### config.mk
export PLATFORM = sky130hd
export DESIGN_NAME = color_matrix_pipe
export DESIGN_NICKNAME = d
export VERILOG_FILES = /design/src/rtl/color_matrix_pkg.sv /design/src/rtl/cm_dot3.sv /design/src/rtl/color_matrix_pipe.sv
export SDC_FILE = /design/constraint.sdc
export NUM_CORES = 2
export LEC_CHECK = 0
export ABC_AREA = 0
export CAP_MARGIN = 20
export CORE_AREA = 8 8 413 415
export DETAILED_ROUTE_END_ITERATION = 12
export DIE_AREA = 0 0 421 423
export DONT_BUFFER_PORTS = 1
export HOLD_SLACK_MARGIN = 0.03
export SYNTH_ARGS = -nofsm -noshare
export SYNTH_HDL_FRONTEND = slang
export SYNTH_SLANG_ARGS = --single-unit
### constraint.sdc
create_clock -name clock -period 6.3 [get_ports clock]
set_input_delay 0.63 -clock clock [delete_from_list [all_inputs] [get_ports clock]]
set_output_delay 0.63 -clock clock [all_outputs]
set_load 0.005 [all_outputs]
### src/rtl/color_matrix_pkg.sv
// Shared definitions for the colour-matrix pipeline: accumulator sizing,
// configuration address map and identity-matrix helper.
package color_matrix_pkg;

    // Configuration register map (cfg_addr); 12..15 are ignored
    localparam int unsigned CM_ADDR_M00   = 0;
    localparam int unsigned CM_ADDR_M01   = 1;
    localparam int unsigned CM_ADDR_M02   = 2;
    localparam int unsigned CM_ADDR_M10   = 3;
    localparam int unsigned CM_ADDR_M11   = 4;
    localparam int unsigned CM_ADDR_M12   = 5;
    localparam int unsigned CM_ADDR_M20   = 6;
    localparam int unsigned CM_ADDR_M21   = 7;
    localparam int unsigned CM_ADDR_M22   = 8;
    localparam int unsigned CM_ADDR_OFF_R = 9;
    localparam int unsigned CM_ADDR_OFF_G = 10;
    localparam int unsigned CM_ADDR_OFF_B = 11;

    localparam int unsigned CM_NCOEF = 9;
    localparam int unsigned CM_NCH   = 3;

    // Signed accumulator width: product plus growth for a 3-term signed sum
    function automatic int unsigned cm_accw(input int unsigned dsize, input int unsigned msize);
        return dsize + msize + 2;
    endfunction

    // Identity matrix coefficient (row-major index): 1.0 on the diagonal, 0 elsewhere
    function automatic int unsigned cm_ident_coef(input int unsigned idx, input int unsigned cfrac);
        return (idx == 0 || idx == 4 || idx == 8) ? (32'd1 << cfrac) : 32'd0;
    endfunction

endpackage

### src/rtl/cm_dot3.sv
// One output channel of the colour matrix: sign-magnitude 3-term dot product,
// scale, offset and clamp across five stall-able stages.
// COLOR_MATRIX_ROUND_EN: when defined, round half up before the scale shift;
// otherwise truncate (floor).
module cm_dot3
    import color_matrix_pkg::*;
#(
    parameter int unsigned DSIZE = 8,
    parameter int unsigned MSIZE = 8,
    parameter int unsigned CFRAC = 6,
    parameter int unsigned OSIZE = DSIZE + 1
) (
    input  logic                        clk_i,
    input  logic                        rst_i,
    input  logic                        adv_i,
    input  logic [2:0][DSIZE-1:0]       pix_i,
    input  logic [2:0][MSIZE-1:0]       coef_i,
    input  logic [OSIZE-1:0]            off_i,
    output logic [DSIZE-1:0]            res_o
);

    localparam int unsigned PW   = DSIZE + MSIZE - 1;
    localparam int unsigned ACCW = cm_accw(DSIZE, MSIZE);
`ifdef COLOR_MATRIX_ROUND_EN
    localparam logic [ACCW-1:0] RND = ACCW'((32'd1 << CFRAC) >> 1);
`else
    localparam logic [ACCW-1:0] RND = '0;
`endif

    logic [2:0][PW-1:0]   mag_q,  mag_d;
    logic [2:0]           sgn_q,  sgn_d;
    logic [2:0][ACCW-1:0] term_q, term_d;
    logic [ACCW-1:0]      pair_q, pair_d;
    logic [ACCW-1:0]      col2_q, col2_d;
    logic signed [ACCW-1:0] acc_q, acc_d;
    logic [DSIZE-1:0]     res_q,  res_d;
    logic [OSIZE-1:0]     off1_q, off2_q, off3_q;

    logic signed [ACCW-1:0] sum_c;
    logic signed [ACCW-1:0] shift_c;
    logic signed [ACCW-1:0] off_ext_c;

    // Next-state datapath for all five stages
    always_comb begin
        mag_d  = '0;
        sgn_d  = '0;
        term_d = '0;
        // S1: magnitude products, sign carried alongside
        for (int unsigned k = 0; k < 3; k++) begin
            mag_d[k] = PW'(pix_i[k]) * PW'(coef_i[k][MSIZE-2:0]);
            sgn_d[k] = coef_i[k][MSIZE-1];
        end
        // S2: two's-complement terms
        for (int unsigned k = 0; k < 3; k++) begin
            term_d[k] = sgn_q[k] ? (ACCW'(0) - ACCW'(mag_q[k])) : ACCW'(mag_q[k]);
        end
        // S3: partial sum
        pair_d = term_q[0] + term_q[1];
        col2_d = term_q[2];
        // S4: full sum, scale back to pixel units, add offset
        sum_c     = pair_q + col2_q + RND;
        shift_c   = sum_c >>> CFRAC;
        off_ext_c = {{(ACCW-OSIZE){off3_q[OSIZE-1]}}, off3_q};
        acc_d     = shift_c + off_ext_c;
        // S5: clamp to pixel range
        if (acc_q[ACCW-1]) begin
            res_d = '0;
        end else if (|acc_q[ACCW-2:DSIZE]) begin
            res_d = '1;
        end else begin
            res_d = acc_q[DSIZE-1:0];
        end
    end

    // Stage registers; everything holds while the pipe is stalled
    always_ff @(posedge clk_i) begin
        if (rst_i) begin
            mag_q  <= '0;
            sgn_q  <= '0;
            term_q <= '0;
            pair_q <= '0;
            col2_q <= '0;
            acc_q  <= '0;
            res_q  <= '0;
            off1_q <= '0;
            off2_q <= '0;
            off3_q <= '0;
        end else if (adv_i) begin
            mag_q  <= mag_d;
            sgn_q  <= sgn_d;
            term_q <= term_d;
            pair_q <= pair_d;
            col2_q <= col2_d;
            acc_q  <= acc_d;
            res_q  <= res_d;
            off1_q <= off_i;
            off2_q <= off1_q;
            off3_q <= off2_q;
        end
    end

    assign res_o = res_q;

endmodule

### src/rtl/color_matrix_pipe.sv
// 3x3 colour-space matrix with per-channel offset and clamp, valid/ready
// stream, and double-buffered coefficients swapped on a frame start.
// COLOR_MATRIX_ROUND_EN: when defined, results round half up instead of
// truncating (handled in cm_dot3; latency unchanged).
module color_matrix_pipe
    import color_matrix_pkg::*;
#(
    parameter int unsigned DSIZE = 8,
    parameter int unsigned MSIZE = 8,
    parameter int unsigned CFRAC = 6,
    parameter int unsigned OSIZE = DSIZE + 1
) (
    input  logic                                         clock,
    input  logic                                         rst,
    input  logic                                         in_valid,
    output logic                                         in_ready,
    input  logic                                         in_sof,
    input  logic [DSIZE-1:0]                             in_r,
    input  logic [DSIZE-1:0]                             in_g,
    input  logic [DSIZE-1:0]                             in_b,
    output logic                                         out_valid,
    input  logic                                         out_ready,
    output logic                                         out_sof,
    output logic [DSIZE-1:0]                             out_r,
    output logic [DSIZE-1:0]                             out_g,
    output logic [DSIZE-1:0]                             out_b,
    input  logic                                         cfg_we,
    input  logic [3:0]                                   cfg_addr,
    input  logic [((MSIZE > OSIZE) ? MSIZE : OSIZE)-1:0] cfg_wdata,
    input  logic                                         cfg_commit,
    output logic                                         cfg_pending
);

    logic [CM_NCOEF-1:0][MSIZE-1:0] shadow_m_q, shadow_m_d;
    logic [CM_NCOEF-1:0][MSIZE-1:0] active_m_q, active_m_d;
    logic [CM_NCH-1:0][OSIZE-1:0]   shadow_o_q, shadow_o_d;
    logic [CM_NCH-1:0][OSIZE-1:0]   active_o_q, active_o_d;
    logic                           pending_q,  pending_d;
    logic [4:0]                     vld_q,      vld_d;
    logic [4:0]                     sof_q,      sof_d;

    logic                           adv_c;
    logic                           apply_c;
    logic [CM_NCOEF-1:0][MSIZE-1:0] coef_eff_c;
    logic [CM_NCH-1:0][OSIZE-1:0]   off_eff_c;
    logic [CM_NCH-1:0][DSIZE-1:0]   row_res;

    assign adv_c    = !(vld_q[4] && !out_ready);
    assign in_ready = adv_c;
    // A sof beat accepted while a commit is armed takes the new set itself
    assign apply_c  = in_valid && adv_c && in_sof && pending_q;

    // Config banks, commit tracking and valid/sof pipe next state
    always_comb begin
        shadow_m_d = shadow_m_q;
        shadow_o_d = shadow_o_q;
        active_m_d = active_m_q;
        active_o_d = active_o_q;
        pending_d  = pending_q;
        vld_d      = vld_q;
        sof_d      = sof_q;

        if (cfg_we) begin
            for (int unsigned k = 0; k < CM_NCOEF; k++) begin
                if (cfg_addr == 4'(CM_ADDR_M00 + k)) shadow_m_d[k] = cfg_wdata[MSIZE-1:0];
            end
            for (int unsigned k = 0; k < CM_NCH; k++) begin
                if (cfg_addr == 4'(CM_ADDR_OFF_R + k)) shadow_o_d[k] = cfg_wdata[OSIZE-1:0];
            end
        end

        if (apply_c) begin
            active_m_d = shadow_m_q;
            active_o_d = shadow_o_q;
            pending_d  = 1'b0;
        end else if (cfg_commit) begin
            pending_d  = 1'b1;
        end

        if (adv_c) begin
            vld_d = {vld_q[3:0], in_valid};
            sof_d = {sof_q[3:0], in_valid && in_sof};
        end

        coef_eff_c = apply_c ? shadow_m_q : active_m_q;
        off_eff_c  = apply_c ? shadow_o_q : active_o_q;
    end

    // Control and config state; reset restores identity and drops the pipe
    always_ff @(posedge clock) begin
        if (rst) begin
            for (int unsigned k = 0; k < CM_NCOEF; k++) begin
                shadow_m_q[k] <= MSIZE'(cm_ident_coef(k, CFRAC));
                active_m_q[k] <= MSIZE'(cm_ident_coef(k, CFRAC));
            end
            shadow_o_q <= '0;
            active_o_q <= '0;
            pending_q  <= 1'b0;
            vld_q      <= '0;
            sof_q      <= '0;
        end else begin
            shadow_m_q <= shadow_m_d;
            shadow_o_q <= shadow_o_d;
            active_m_q <= active_m_d;
            active_o_q <= active_o_d;
            pending_q  <= pending_d;
            vld_q      <= vld_d;
            sof_q      <= sof_d;
        end
    end

    // One dot-product row per output channel
    for (genvar r = 0; r < 3; r++) begin : g_row
        logic [2:0][MSIZE-1:0] row_coef;
        assign row_coef = {coef_eff_c[3*r+2], coef_eff_c[3*r+1], coef_eff_c[3*r]};

        cm_dot3 #(
            .DSIZE (DSIZE),
            .MSIZE (MSIZE),
            .CFRAC (CFRAC),
            .OSIZE (OSIZE)
        ) u_dot3 (
            .clk_i  (clock),
            .rst_i  (rst),
            .adv_i  (adv_c),
            .pix_i  ({in_b, in_g, in_r}),
            .coef_i (row_coef),
            .off_i  (off_eff_c[r]),
            .res_o  (row_res[r])
        );
    end

    assign out_valid   = vld_q[4];
    assign out_sof     = sof_q[4];
    assign out_r       = row_res[0];
    assign out_g       = row_res[1];
    assign out_b       = row_res[2];
    assign cfg_pending = pending_q;

endmodule

==> impl_metrics.ini <==
[synth]
synthCells = 5596
synth_cell_type_count = 81
synth_ff_type = dfxtp_1
seq_area_frac_synth = 0.305
ys_async_sr_fraction = 0
syn_area_per_cell_sq_um = 8.71
synth_warnings = 0
synth_seq_cells = 743
synth_area_leaders = dfxtp_1 (31%), ha_1 (11%), fa_1 (11%)
synth_edf_count = 0
syn-num-nets = 6345
syn_area_sq_um = 48800
synth_largest_area_cell = dfxtp_1
synth_top_area_share = 0.305

[route]
detailroute.via_count = 37133
first_pass_iters = 5
wl_microns = 123000
drt-initial-drc-count = 2081
drcViolationCount = 0
vias_per_cell = 4.81
ant_nets = 0
wl_per_cell_microns = 16.0

[outcome]
status = complete, but fails checks
violations = slew limit

[sta]
finalCriticalPeriod_ns = 5.72
period_share = 0.907
setup_tns_ns = 0
fmax_mhz = 175
rsz0062_at_grt = no
finClkSkew_ns = 0.0417
slew_violations = 498
worst_slew_pin_slew_ns = 2.31
setup_viol = 0
slew_headroom = -0.540
hold_viol = 0

[critical_path]
required_ns = 6.82
cp_data_arrival_time_ns = 6.24
cp_max_fo = 28
max_stage_delay_ns = 0.63
slowest_stage = a2111oi_0
worstSetupStartpointType = flip-flop
cpLargestDelayFamily = adder cells
path_cells = nor2b_4, inv_8, nand3_1, nor2_4, buf_12, mux2i_1, nor2b_1, fa_1, inv_1, fa_1, inv_1, fa_1, inv_1, fa_1, inv_1, ha_1, a2111oi_0, nor3_1, a211oi_1, xnor2_1, nand2_1, a21oi_1
cp_num_buf_inv = 6
critPathKind = flip-flop to flip-flop
endpoint_kind = flip-flop

[global_route]
grt_util_all_layers = 0.135
grt_max_degree = 674
grt_antenna_before_repair = 5
grt_pass1_vias = 36611
grt_pass1_wl_microns = 200000
grt-ovfl-total = 0

[finish]
syn_to_final_growth_pct = 10.4
register_area_sq_um = 14900
final_nets = 6206
final_cell_mix = nand2_1 (744), dfxtp_1 (743), nor2_1 (524)
multi_input_area_sq_um = 31600
drive_gt1_frac = 0.0464
stdcell_area_sq_um = 53800
fillers = 16941
final_common_cell = nand2_1

[placed_design]
place_area_sq_um = 51000
gp_congestion = 0.840
portBuffers = 0
hpwl_microns = 87400

[cts]
numCtsBuffers = 83
clk_pin_slew_ns = 0.06
cts_tree = built
clkLatencyLatePin_ns = 0.68
clock-sinks = 743
postCtsSetupRepairBufs = 0
h-tree-depth = 3
clockRootBuffer = clkbuf_16
cts_resized = 0
cts_hold_buf = 0
clockBufferDepth = 3

[floorplanning]
die-area_sq_um = 178000
die_h_microns = 423
die_w_microns = 421
rows = 149
core_area_sq_um = 164000
ios = 72
initial_core_util = 0.297

[pwr]
peakVddDrop_mv = 0.235
p_per_area_nw_per_um2 = 190
power_leakage_uw = 0.0241

[hold_path]
hold_class = input port to flip-flop

[run]
cap_violations = 0
[kinds of logic (layout without fill, tap and decap cells)]
family / count (synthesis) / in the layout / share of synthesized area
AND/OR/NAND/NOR: 1946 / 1946 / 0.183
AO/OA/AOI/OAI: 1081 / 1081 / 0.143
flip-flops: 743 / 743 / 0.305
adder cells (fa/ha/maj): 705 / 705 / 0.222
buffers and inverters: 598 / 524 / 0.0465
XOR/XNOR: 306 / 306 / 0.0550
multiplexers: 217 / 217 / 0.0454
other: 0 / 2 / 0
[per-stage QoR]
stage	utilization	cells	worst slack, ns	hold WS, ns	total power (uW)
after floorplan	-	5596	0.392	0.426	5260
after global placement	0.311	7560	0.495	0.437	5270
after detailed placement	0.311	7560	0.429	0.441	5280
after CTS	0.328	7710	0.572	0.0304	10400
after global routing	0.328	7712	0.112	0.0546	10600
final	0.328	7713	0.585	0.0816	10200
[final timing paths]
| check | startpoint | endpoint | slack [ns] | depth (start not counted) |
|---|---|---|---|---|
| max | vld_q[4] | g_row[1].u_dot3.mag_q[27] | 0.58 | 22 |
| min | rst | active_m_q[3] | 0.08 | 1 |
| max reg2reg | vld_q[4] | g_row[1].u_dot3.mag_q[27] | 0.58 | 22 |
| min reg2reg | g_row[1].u_dot3.col2_d[7] | g_row[1].u_dot3.col2_q[7] | 0.44 | 2 |
[synth_stat cells (94+ instances only)]
cell type  number
nand2_1       745
dfxtp_1       743
nor2_1        528
a21oi_1       438
ha_1          438
inv_1         314
clkbuf_1      267
fa_1          267
nor2b_1       264
a211oi_1      189
mux2i_1       184
and2_1        178
xor2_1        169
xnor2_1       137
o21ai_0       106
a21o_1         94
[power breakdown]
group          total (uW)  internal [uW]  switching (uW)
registers            4800           4750            45.5
logic                 373            166             208
clock network        5040           2990            2050
[worst register-to-register path: cells and delay by family, from the launching register on]
kind,cells,cell delay (ns)
flops,1,0.33
fa+ha+maj,5,2.32
mux,1,0.38
simple gates,6,0.82
buf+inv,6,0.49
xor+xnor,1,0.16
compound gates,3,1.09
[flip-flops by register name (all words and copies together) (netlist names)]
signal / count
sof_q: 5
shadow_m_q: 72
g_row.u_dot3.term_q: 96
g_row.u_dot3.col2_d: 48
g_row.u_dot3.mag_q: 135
g_row.u_dot3.res_o: 24
vld_q: 5
shadow_o_q: 27
g_row.u_dot3.off2_q: 27
g_row.u_dot3.sgn_q: 9
active_m_q: 72
g_row.u_dot3.pair_q: 54
g_row.u_dot3.acc_q: 39
cfg_pending: 1
g_row.u_dot3.off1_q: 27
g_row.u_dot3.off3_q: 27
active_o_q: 27
g_row.u_dot3.col2_q: 48
[area by class of cell]
type	count	share of cell area
diodes	2	0.0000930
clock buffers	119	0.0445
clock inverters	31	0.00828
inverters	315	0.0221
multi-input cells	4255	0.588
flip-flops and latches	743	0.276
well taps	2189	0.0509
repair buffers	59	0.00963
[routing by layer]
metal  track usage  up-vias  wire length [microns]
li1              -    18636                      -
met1         0.180    17811                  58100
met2         0.226      525                  56800
met3        0.0195      161                   4970
met4        0.0435        0                   3470
met5             0        -                      0
Power figures use the tool's default switching activity.
